<file path="src/rtl/ccff_chain_loader.sv">
// ccff_chain_loader: serializes host words MSB-first onto a config chain; CCFF_LOADER_VERIFY_EN adds a verify pass
module ccff_chain_loader #(
  parameter int WORD_W    = 8,
  parameter int CHAIN_LEN = 64,
  parameter int CNT_W     = 16
) (
  input  logic              prog_clk,
  input  logic              prog_reset,
  input  logic              start,
  input  logic              abort,
  input  logic [WORD_W-1:0] in_data,
  input  logic              in_valid,
  output logic              in_ready,
  output logic              ccff_head,
  output logic              ccff_shift_en,
  input  logic              ccff_tail,
  output logic              busy,
  output logic              done,
  output logic              err
);
`ifdef CCFF_LOADER_VERIFY_EN
  localparam bit VERIFY = 1'b1;
`else
  localparam bit VERIFY = 1'b0;
`endif
  localparam int IDX_W = WORD_W > 1 ? $clog2(WORD_W) : 1;
  localparam logic [CNT_W-1:0] LEN = CNT_W'(CHAIN_LEN);
  localparam logic [CNT_W-1:0] TOTAL = VERIFY ? CNT_W'(2 * CHAIN_LEN) : LEN;
  localparam logic [IDX_W-1:0] MSB = IDX_W'(WORD_W - 1);
  typedef enum logic [1:0] {IDLE, FETCH, SHIFT, DONE} state_t;
  state_t state, state_nx;
  logic [WORD_W-1:0] word;
  logic [IDX_W-1:0] bit_idx;
  logic [CNT_W-1:0] bit_cnt, cnt_nx;
  logic last_bit, pass_end;
  assign cnt_nx   = bit_cnt + CNT_W'(1);
  assign last_bit = cnt_nx == TOTAL;
  assign pass_end = VERIFY && cnt_nx == LEN;
  assign in_ready = state == FETCH;
  assign busy     = state == FETCH || state == SHIFT;
  assign done     = state == DONE;
  // State register
  always_ff @(posedge prog_clk or posedge prog_reset)
    if (prog_reset) state <= IDLE;
    else state <= state_nx;
  // Next state; abort overrides everything, a pass boundary forces a fresh word
  always_comb
    state_nx = abort ? IDLE
             : state == IDLE  ? (start ? FETCH : IDLE)
             : state == FETCH ? (in_valid ? SHIFT : FETCH)
             : state == SHIFT ? (last_bit ? DONE : (pass_end || bit_idx == '0) ? FETCH : SHIFT)
             : IDLE;
  // Head/shift_en are registered so each bit sits on the chain for exactly one SHIFT cycle
  always_ff @(posedge prog_clk or posedge prog_reset)
    if (prog_reset) begin
      ccff_head     <= 1'b0;
      ccff_shift_en <= 1'b0;
      word          <= '0;
      bit_idx       <= '0;
      bit_cnt       <= '0;
    end else begin
      ccff_shift_en <= state_nx == SHIFT;
      if (state_nx == SHIFT) ccff_head <= state == FETCH ? in_data[WORD_W-1] : word[bit_idx - IDX_W'(1)];
      if (state == FETCH && in_valid) begin
        word    <= in_data;
        bit_idx <= MSB;
      end
      if (state == IDLE && start) bit_cnt <= '0;
      if (state == SHIFT) begin
        bit_cnt <= cnt_nx;
        bit_idx <= bit_idx - IDX_W'(1);
      end
    end
`ifdef CCFF_LOADER_VERIFY_EN
  // Pass-2 bits must match the pass-1 bits emerging at the tail; a mismatch sticks until the next start
  always_ff @(posedge prog_clk or posedge prog_reset)
    if (prog_reset) err <= 1'b0;
    else if (state == IDLE && start && !abort) err <= 1'b0;
    else if (ccff_shift_en && bit_cnt >= LEN && ccff_tail != ccff_head) err <= 1'b1;
`else
  logic unused_tail;
  assign unused_tail = ccff_tail;
  assign err = 1'b0;
`endif
endmodule

</file>
<file path="config.mk">
export PLATFORM = sky130hd
export DESIGN_NAME = ccff_chain_loader
export DESIGN_NICKNAME = d
export VERILOG_FILES = /design/src/rtl/ccff_chain_loader.sv
export SDC_FILE = /design/constraint.sdc
export NUM_CORES = 1
export LEC_CHECK = 0
export ABC_AREA = 1
export BUFFER_PORTS_ARGS = -buffer_cell sky130_fd_sc_hd__buf_2
export CORE_ASPECT_RATIO = 1.25
export CORE_MARGIN = 5
export CORE_UTILIZATION = 50
export DETAILED_ROUTE_END_ITERATION = 8
export PLACE_DENSITY = 0.7
export SETUP_SLACK_MARGIN = 0.1
export SYNTH_ARGS = -nofsm -noshare
export SYNTH_HDL_FRONTEND = slang
export SYNTH_SLANG_ARGS = --single-unit
</file>
<file path="constraint.sdc">
create_clock -name prog_clk -period 4.4 [get_ports prog_clk]
set_input_delay 0.22 -clock prog_clk [delete_from_list [all_inputs] [get_ports prog_clk]]
set_output_delay 0.22 -clock prog_clk [all_outputs]
set_load 0.02 [all_outputs]
</file>
==> results of run 1 <==
==> per-stage QoR <==
stage / cells / setup slack, ps / hold slack (ps)
final: 314 / 2310 / 5.64
after CTS: 314 / 2270 / 18.2
after floorplan: 256 / 2600 / 283
after detailed placement: 308 / 2280 / 324
after global routing: 314 / 2010 / 49.9
after global placement: 308 / 2320 / 321
==> where the power goes <==
part / switching [mW] / internal, mW / leakage (nW)
Sequential: 0.0193 / 0.310 / 0.405
Clock: 0.100 / 0.105 / 0.0371
Combinational: 0.0729 / 0.0444 / 0.563
==> area by class of cell <==
class / count / area [um2]
fillers: 352 / 1480
repair buffers: 18 / 92.6
flip-flops and latches: 31 / 776
clock buffers: 6 / 72.6
multi-input cells: 184 / 906
well taps: 39 / 48.8
inverters: 36 / 135
==> state kept, by name, summed over array words and instances (netlist names) <==
signal,flops
ccff_shift_en,1
bit_idx,3
ccff_head,1
bit_cnt,16
state,2
word,8
==> Yosys cell counts <==
| master | number | share of area [%] |
|---|---|---|
| nand2_1 | 91 | 19 |
| inv_1 | 35 | 7.1 |
| dfrtp_1 | 31 | 42 |
| nor2_1 | 21 | 4.3 |
| o21ai_0 | 19 | 5.2 |
| nand3_1 | 14 | 3.8 |
| o22ai_1 | 9 | 3.1 |
| nand4_1 | 8 | 2.7 |
| ha_1 | 7 | 4.8 |
| clkbuf_1 | 4 | 0.82 |
| nand2_2 | 3 | 1.0 |
| nor2_4 | 3 | 1.8 |
| a21oi_1 | 1 | 0.27 |
| a21oi_4 | 1 | 0.88 |
| a22oi_1 | 1 | 0.41 |
| buf_4 | 1 | 0.41 |
| clkinv_1 | 1 | 0.20 |
| conb_1 | 1 | 0.20 |
| mux2i_1 | 1 | 0.54 |
| nand3_2 | 1 | 0.54 |
| nor2_2 | 1 | 0.34 |
| or2_2 | 1 | 0.34 |
| xor2_1 | 1 | 0.48 |
==> cells by family after synthesis <==
| group | count (synthesis) | share of synthesized area (%) |
|---|---|---|
| and+or+nand+nor | 143 | 33.5 |
| adders and majority gates | 7 | 4.76 |
| muxes | 1 | 0.544 |
| buffers and inverters | 41 | 8.57 |
| AOI/OAI and AO/OA | 31 | 9.80 |
| DFF | 31 | 42.2 |
| other | 1 | 0.204 |
| xor gates and xnor gates | 1 | 0.476 |
==> worst min path at each step <==
| stage | startpoint | end | slack [ps] |
|---|---|---|---|
| after floorplan | abort | state[0] | 280 |
| after global placement | prog_reset | bit_cnt[2] | 320 |
| after detailed placement | prog_reset | bit_cnt[2] | 320 |
| after CTS | prog_reset | bit_cnt[1] | 20 |
| after global routing | prog_reset | bit_cnt[2] | 50 |
| final | prog_reset | bit_cnt[2] | 6 |
==> metal layers <==
layer / share of wire [%] / vias up / track usage (%) / routed length (um)
met5: 0 / - / 0 / 0
li1: - / 849 / - / -
met4: 1.6 / 0 / 6.72 / 58
met3: 3.0 / 8 / 4.62 / 111
met2: 53 / 20 / 29.6 / 1950
met1: 42 / 741 / 17.7 / 1560
==> worst reg2reg max path, stage by stage, from the launching register on <==
cell     delay [ps]
dfrtp_1         400
inv_1           100
ha_1            480
inv_1           330
nand2_1         470
o21ai_0         170
==> impl_metrics.csv, run 1 <==
group,metric,value,unit
outcome,status,"completed",
global_route,grt_pass1_wl,6710,um
pwr,power,653,uW
timing,rsz0062_at_grt,"no",
timing,tightest_slew,505,ps
clock_network,cts_buffer_depth,2,
global_route,antenna_found_initial,0,
final_layout,layout-drive-gt1-share,12.0,%
yosys,syn-cell-area,1840,um2
route,vias,1618,
die,die_y,77.8,um
die,dieArea,5000,um2
clock_network,cts_resized,0,
placement,portBuffers,17,
yosys,synth_area_per_cell,7.18,um2
pwr,max-vdd-ir-drop,0.234,mV
worst_setup_path,rr_startpoint,"state[0]",
worst_setup_path,r2r_end,"bit_cnt[11]",
min_path,hp-class,"in -> async",
worst_setup_path,cp_common_cell,"inv_1",
die,rows,24,
worst_setup_path,setup.worst_path.end,"bit_cnt[11]",
placement,gp_congestion,0.843,
timing,fin_crit,2090,ps
worst_setup_path,start_kind,"flop",
placement,hpwl,2730,um
pwr,p_leak,1.01,nW
die,ios,20,
final_layout,fin_area,2030,um2
global_route,grt_use_total,16.5,%
timing,period_share,47.4,%
route,drc,0,
final_layout,layout_commonest_cell,"nand2_1",
timing,slew-limit-headroom,66.3,%
clock_network,cts_made_buffers,5,
die,start_util,52.4,%
route,totalWireLength,3680,um
worst_setup_path,critPathRequiredTime,4540,ps
clock_network,h-tree-depth,2,
yosys,ys_warn_count,0,
worst_setup_path,cp_slowest_cell,"ha_1",
yosys,synth_cell_types,23,
worst_setup_path,cp.depth,5,
run,drv_cap,0,
timing,final-hold-violation-count,0,
final_layout,antenna_cells,0,
global_route,gr-total-overflow,0,
worst_setup_path,crit_start,"state[0]",
worst_setup_path,path_max_fanout,14,
final_layout,final_cell_mix,"91 x nand2_1, 35 x inv_1, 31 x dfrtp_1, 21 x nor2_1, 19 x o21ai_0",
worst_setup_path,critPathMaxStageDelay,480,ps
worst_setup_path,critPathBufInv,2,
yosys,synthCells,256,
yosys,ys_seq_area_share,42.2,%
clock_network,cts_hold_buf,0,
clock_network,clock-sinks,31,
die,die_w,64.2,um
clock_network,cts_setup_buffers,0,
clock_network,clkTransAtPathRegs,60,ps
route,postRouteAntennaNets,0,
yosys,synth_seq_cells,31,
placement,placed_area,1960,um2
final_layout,area_growth_syn_to_layout,10.4,%
global_route,grt_max_degree,32,
final_layout,utilization,57.8,%
route,viasPerCell,5.15,
timing,slew_viol_final,0,
pwr,p_per_area,321,nW/um2
clock_network,clock_latency,280,ps
worst_setup_path,arrival,2220,ps
timing,tns,0,ps
route,wl_per_cell,11.7,um
die,core,3510,um2
worst_setup_path,r2r_setup_slack,2310,ps
route,drt_first_pass_iters,4,
route,dr.first_iter.drc_count,73,
final_layout,nets,297,
worst_setup_path,cp_top_family,"adder cells",
worst_setup_path,critPathKind,"reg -> reg",
yosys,synth.net_count,277,
clock_network,cts_tree,"yes",
timing,finClkSkew,6.05,ps
worst_setup_path,critPathCaptureType,"flop",
timing,setup_viol,0,
worst_setup_path,crit_chain,"inv_1, ha_1, inv_1, nand2_1, o21ai_0",
global_route,first_global_vias,1624,
clock_network,cts_root_buf,"clkbuf_8",
timing,max_clock_freq,0.479,GHz
worst_setup_path,rr_worst_depth,5,
Note: power is estimated with default switching activity, not from simulation.
==> run 2, diff against run 1 <==
==> constraint.sdc (replaced) <==
create_clock -name prog_clk -period 2.01 [get_ports prog_clk]
set_input_delay 0.1005 -clock prog_clk [delete_from_list [all_inputs] [get_ports prog_clk]]
set_output_delay 0.1005 -clock prog_clk [all_outputs]
set_load 0.02 [all_outputs]
==> impl_metrics.csv, run 2 (same netlist as run 1, synthesis figures left out) <==
group,metric,value,unit
outcome,status,"completed",
die,dieArea,5000,um2
die,start_util,52.4,%
global_route,grt_pass1_wl,6910,um
global_route,antenna_found_initial,0,
worst_setup_path,rr_worst_depth,15,
placement,portBuffers,17,
final_layout,antenna_cells,0,
final_layout,layout_commonest_cell,"nand2_1",
min_path,hp-class,"in -> reg",
worst_setup_path,arrival,2130,ps
placement,hpwl,2790,um
timing,whs,13.2,ps
timing,period_share,97.7,%
route,totalWireLength,3890,um
clock_network,cts_tree,"yes",
final_layout,fill_cells,312,
timing,final-hold-violation-count,0,
worst_setup_path,critPathKind,"reg -> reg",
die,rows,24,
die,core,3510,um2
route,viasPerCell,5.11,
worst_setup_path,path_max_fanout,7,
timing,max_clock_freq,0.509,GHz
clock_network,clock-sinks,31,
placement,placed_area,2010,um2
clock_network,cts_made_buffers,5,
pwr,max-vdd-ir-drop,0.628,mV
final_layout,layout-drive-gt1-share,17.3,%
run,drv_cap,0,
final_layout,regMostFlops,"bit_cnt",
min_path,worstHoldEndpoint,"word[2]",
min_path,whs_path_depth,3,
route,wl_per_cell,11.9,um
die,die_y,77.8,um
final_layout,multi_input_area,942,um2
pwr,p_leak,1.07,nW
route,drc,0,
clock_network,cts_buffer_depth,2,
global_route,gr-total-overflow,0,
worst_setup_path,r2r_end,"ccff_head",
route,dr.first_iter.drc_count,79,
worst_setup_path,start_kind,"flop",
final_layout,reg_top3,"bit_cnt: 16 flops, word: 8 flops, bit_idx: 3 flops",
worst_setup_path,critPathRequiredTime,2180,ps
timing,setup_viol,0,
die,ios,20,
timing,slew_viol_final,0,
die,die_w,64.2,um
clock_network,clkTransAtPathRegs,60,ps
min_path,hp-start,"in_data[2]",
timing,tns,0,ps
final_layout,fin_area,2180,um2
timing,rsz0062_at_grt,"yes",
placement,gp_congestion,0.831,
worst_setup_path,critPathCaptureType,"flop",
route,vias,1677,
route,postRouteAntennaNets,0,
final_layout,nets,311,
final_layout,area_growth_syn_to_layout,18.7,%
final_layout,final_cell_mix,"89 x nand2_1, 35 x inv_1, 31 x dfrtp_1, 20 x nor2_1, 19 x o21ai_0",
clock_network,clock_latency,280,ps
global_route,grt_use_total,17.2,%
route,drt_first_pass_iters,4,
global_route,first_global_vias,1669,
global_route,grt_max_degree,32,
final_layout,seqCellArea,776,um2
clock_network,h-tree-depth,2,
final_layout,largest_reg_flops,16,
worst_setup_path,rr_startpoint,"bit_cnt[3]",
clock_network,cts_root_buf,"clkbuf_8",
timing,finClkSkew,5.93,ps
worst_setup_path,r2r_setup_slack,50,ps
timing,fin_crit,1960,ps
pwr,p_per_area,661,nW/um2
[run 2: worst max-delay path by stage]
stage	slack, ps	startpoint	end
after floorplan	210	bit_cnt[1]	ccff_head
after global placement	30	bit_cnt[0]	ccff_head
after detailed placement	-10	bit_cnt[1]	ccff_head
after CTS	-40	bit_cnt[1]	ccff_head
after global routing	-190	bit_cnt[1]	ccff_head
final	50	bit_cnt[3]	ccff_head
[run 2: stage by stage]
stage / worst slack, ps / instances / power (mW) / util (%)
floorplan: 207 / 256 / 0.917 / -
detailed placement: -10.2 / 315 / 0.998 / 57.2
global placement: 26.5 / 315 / 0.987 / 57.2
finish: 45.6 / 328 / 1.44 / 62.1
global route: -192 / 328 / 1.54 / 62.1
CTS: -37.1 / 327 / 1.46 / 61.7
[run 2: worst max-delay path, cell delays in order (launching register included)]
cell and delay, ps:
dfrtp_1 430, nand2_1 160, nor2_4 230, nand2_2 80, nor2_1 90, nand3_1 70
nand2_1 90, nand2_1 50, nor2_1 110, nand2_1 90, nand2_1 80, nand2_2 60
a21oi_4 140, nand2_2 70, nand2_1 60, nand2_1 50
[run 2: repair_timing]
| action | 4_1_cts | 5_1_grt |
|---|---|---|
| endpoints found under the setup margin | 3 | 4 |
| pin swaps | 8 | 4 |
| hold buffers | 2 | 1 |
| endpoints found under the hold margin | 32 | 1 |
| gates resized for setup | 7 | 2 |
| buffers inserted | 5 | 0 |
[run 2: final cells by class]
type	instances	area share, %
Multi-Input combinational cell	184	43.2
Sequential cell	31	35.5
Timing Repair Buffer	32	9.57
Inverter	36	6.19
Clock buffer	6	3.32
Tap cell	39	2.23
[run 2: layer usage]
metal	vias up	track usage, %	part of all wire [%]
li1	878	-	-
met1	766	18.4	41
met2	28	31.1	53
met3	5	4.91	4.2
met4	0	6.72	1.5
met5	-	0	0
[run 2: power breakdown]
part	total, mW	switching, mW	internal, mW	leakage [nW]
registers	0.722	0.0422	0.680	0.405
clock network	0.449	0.218	0.230	0.0371
logic	0.272	0.167	0.105	0.632
total	1.44	0.428	1.01	1.07
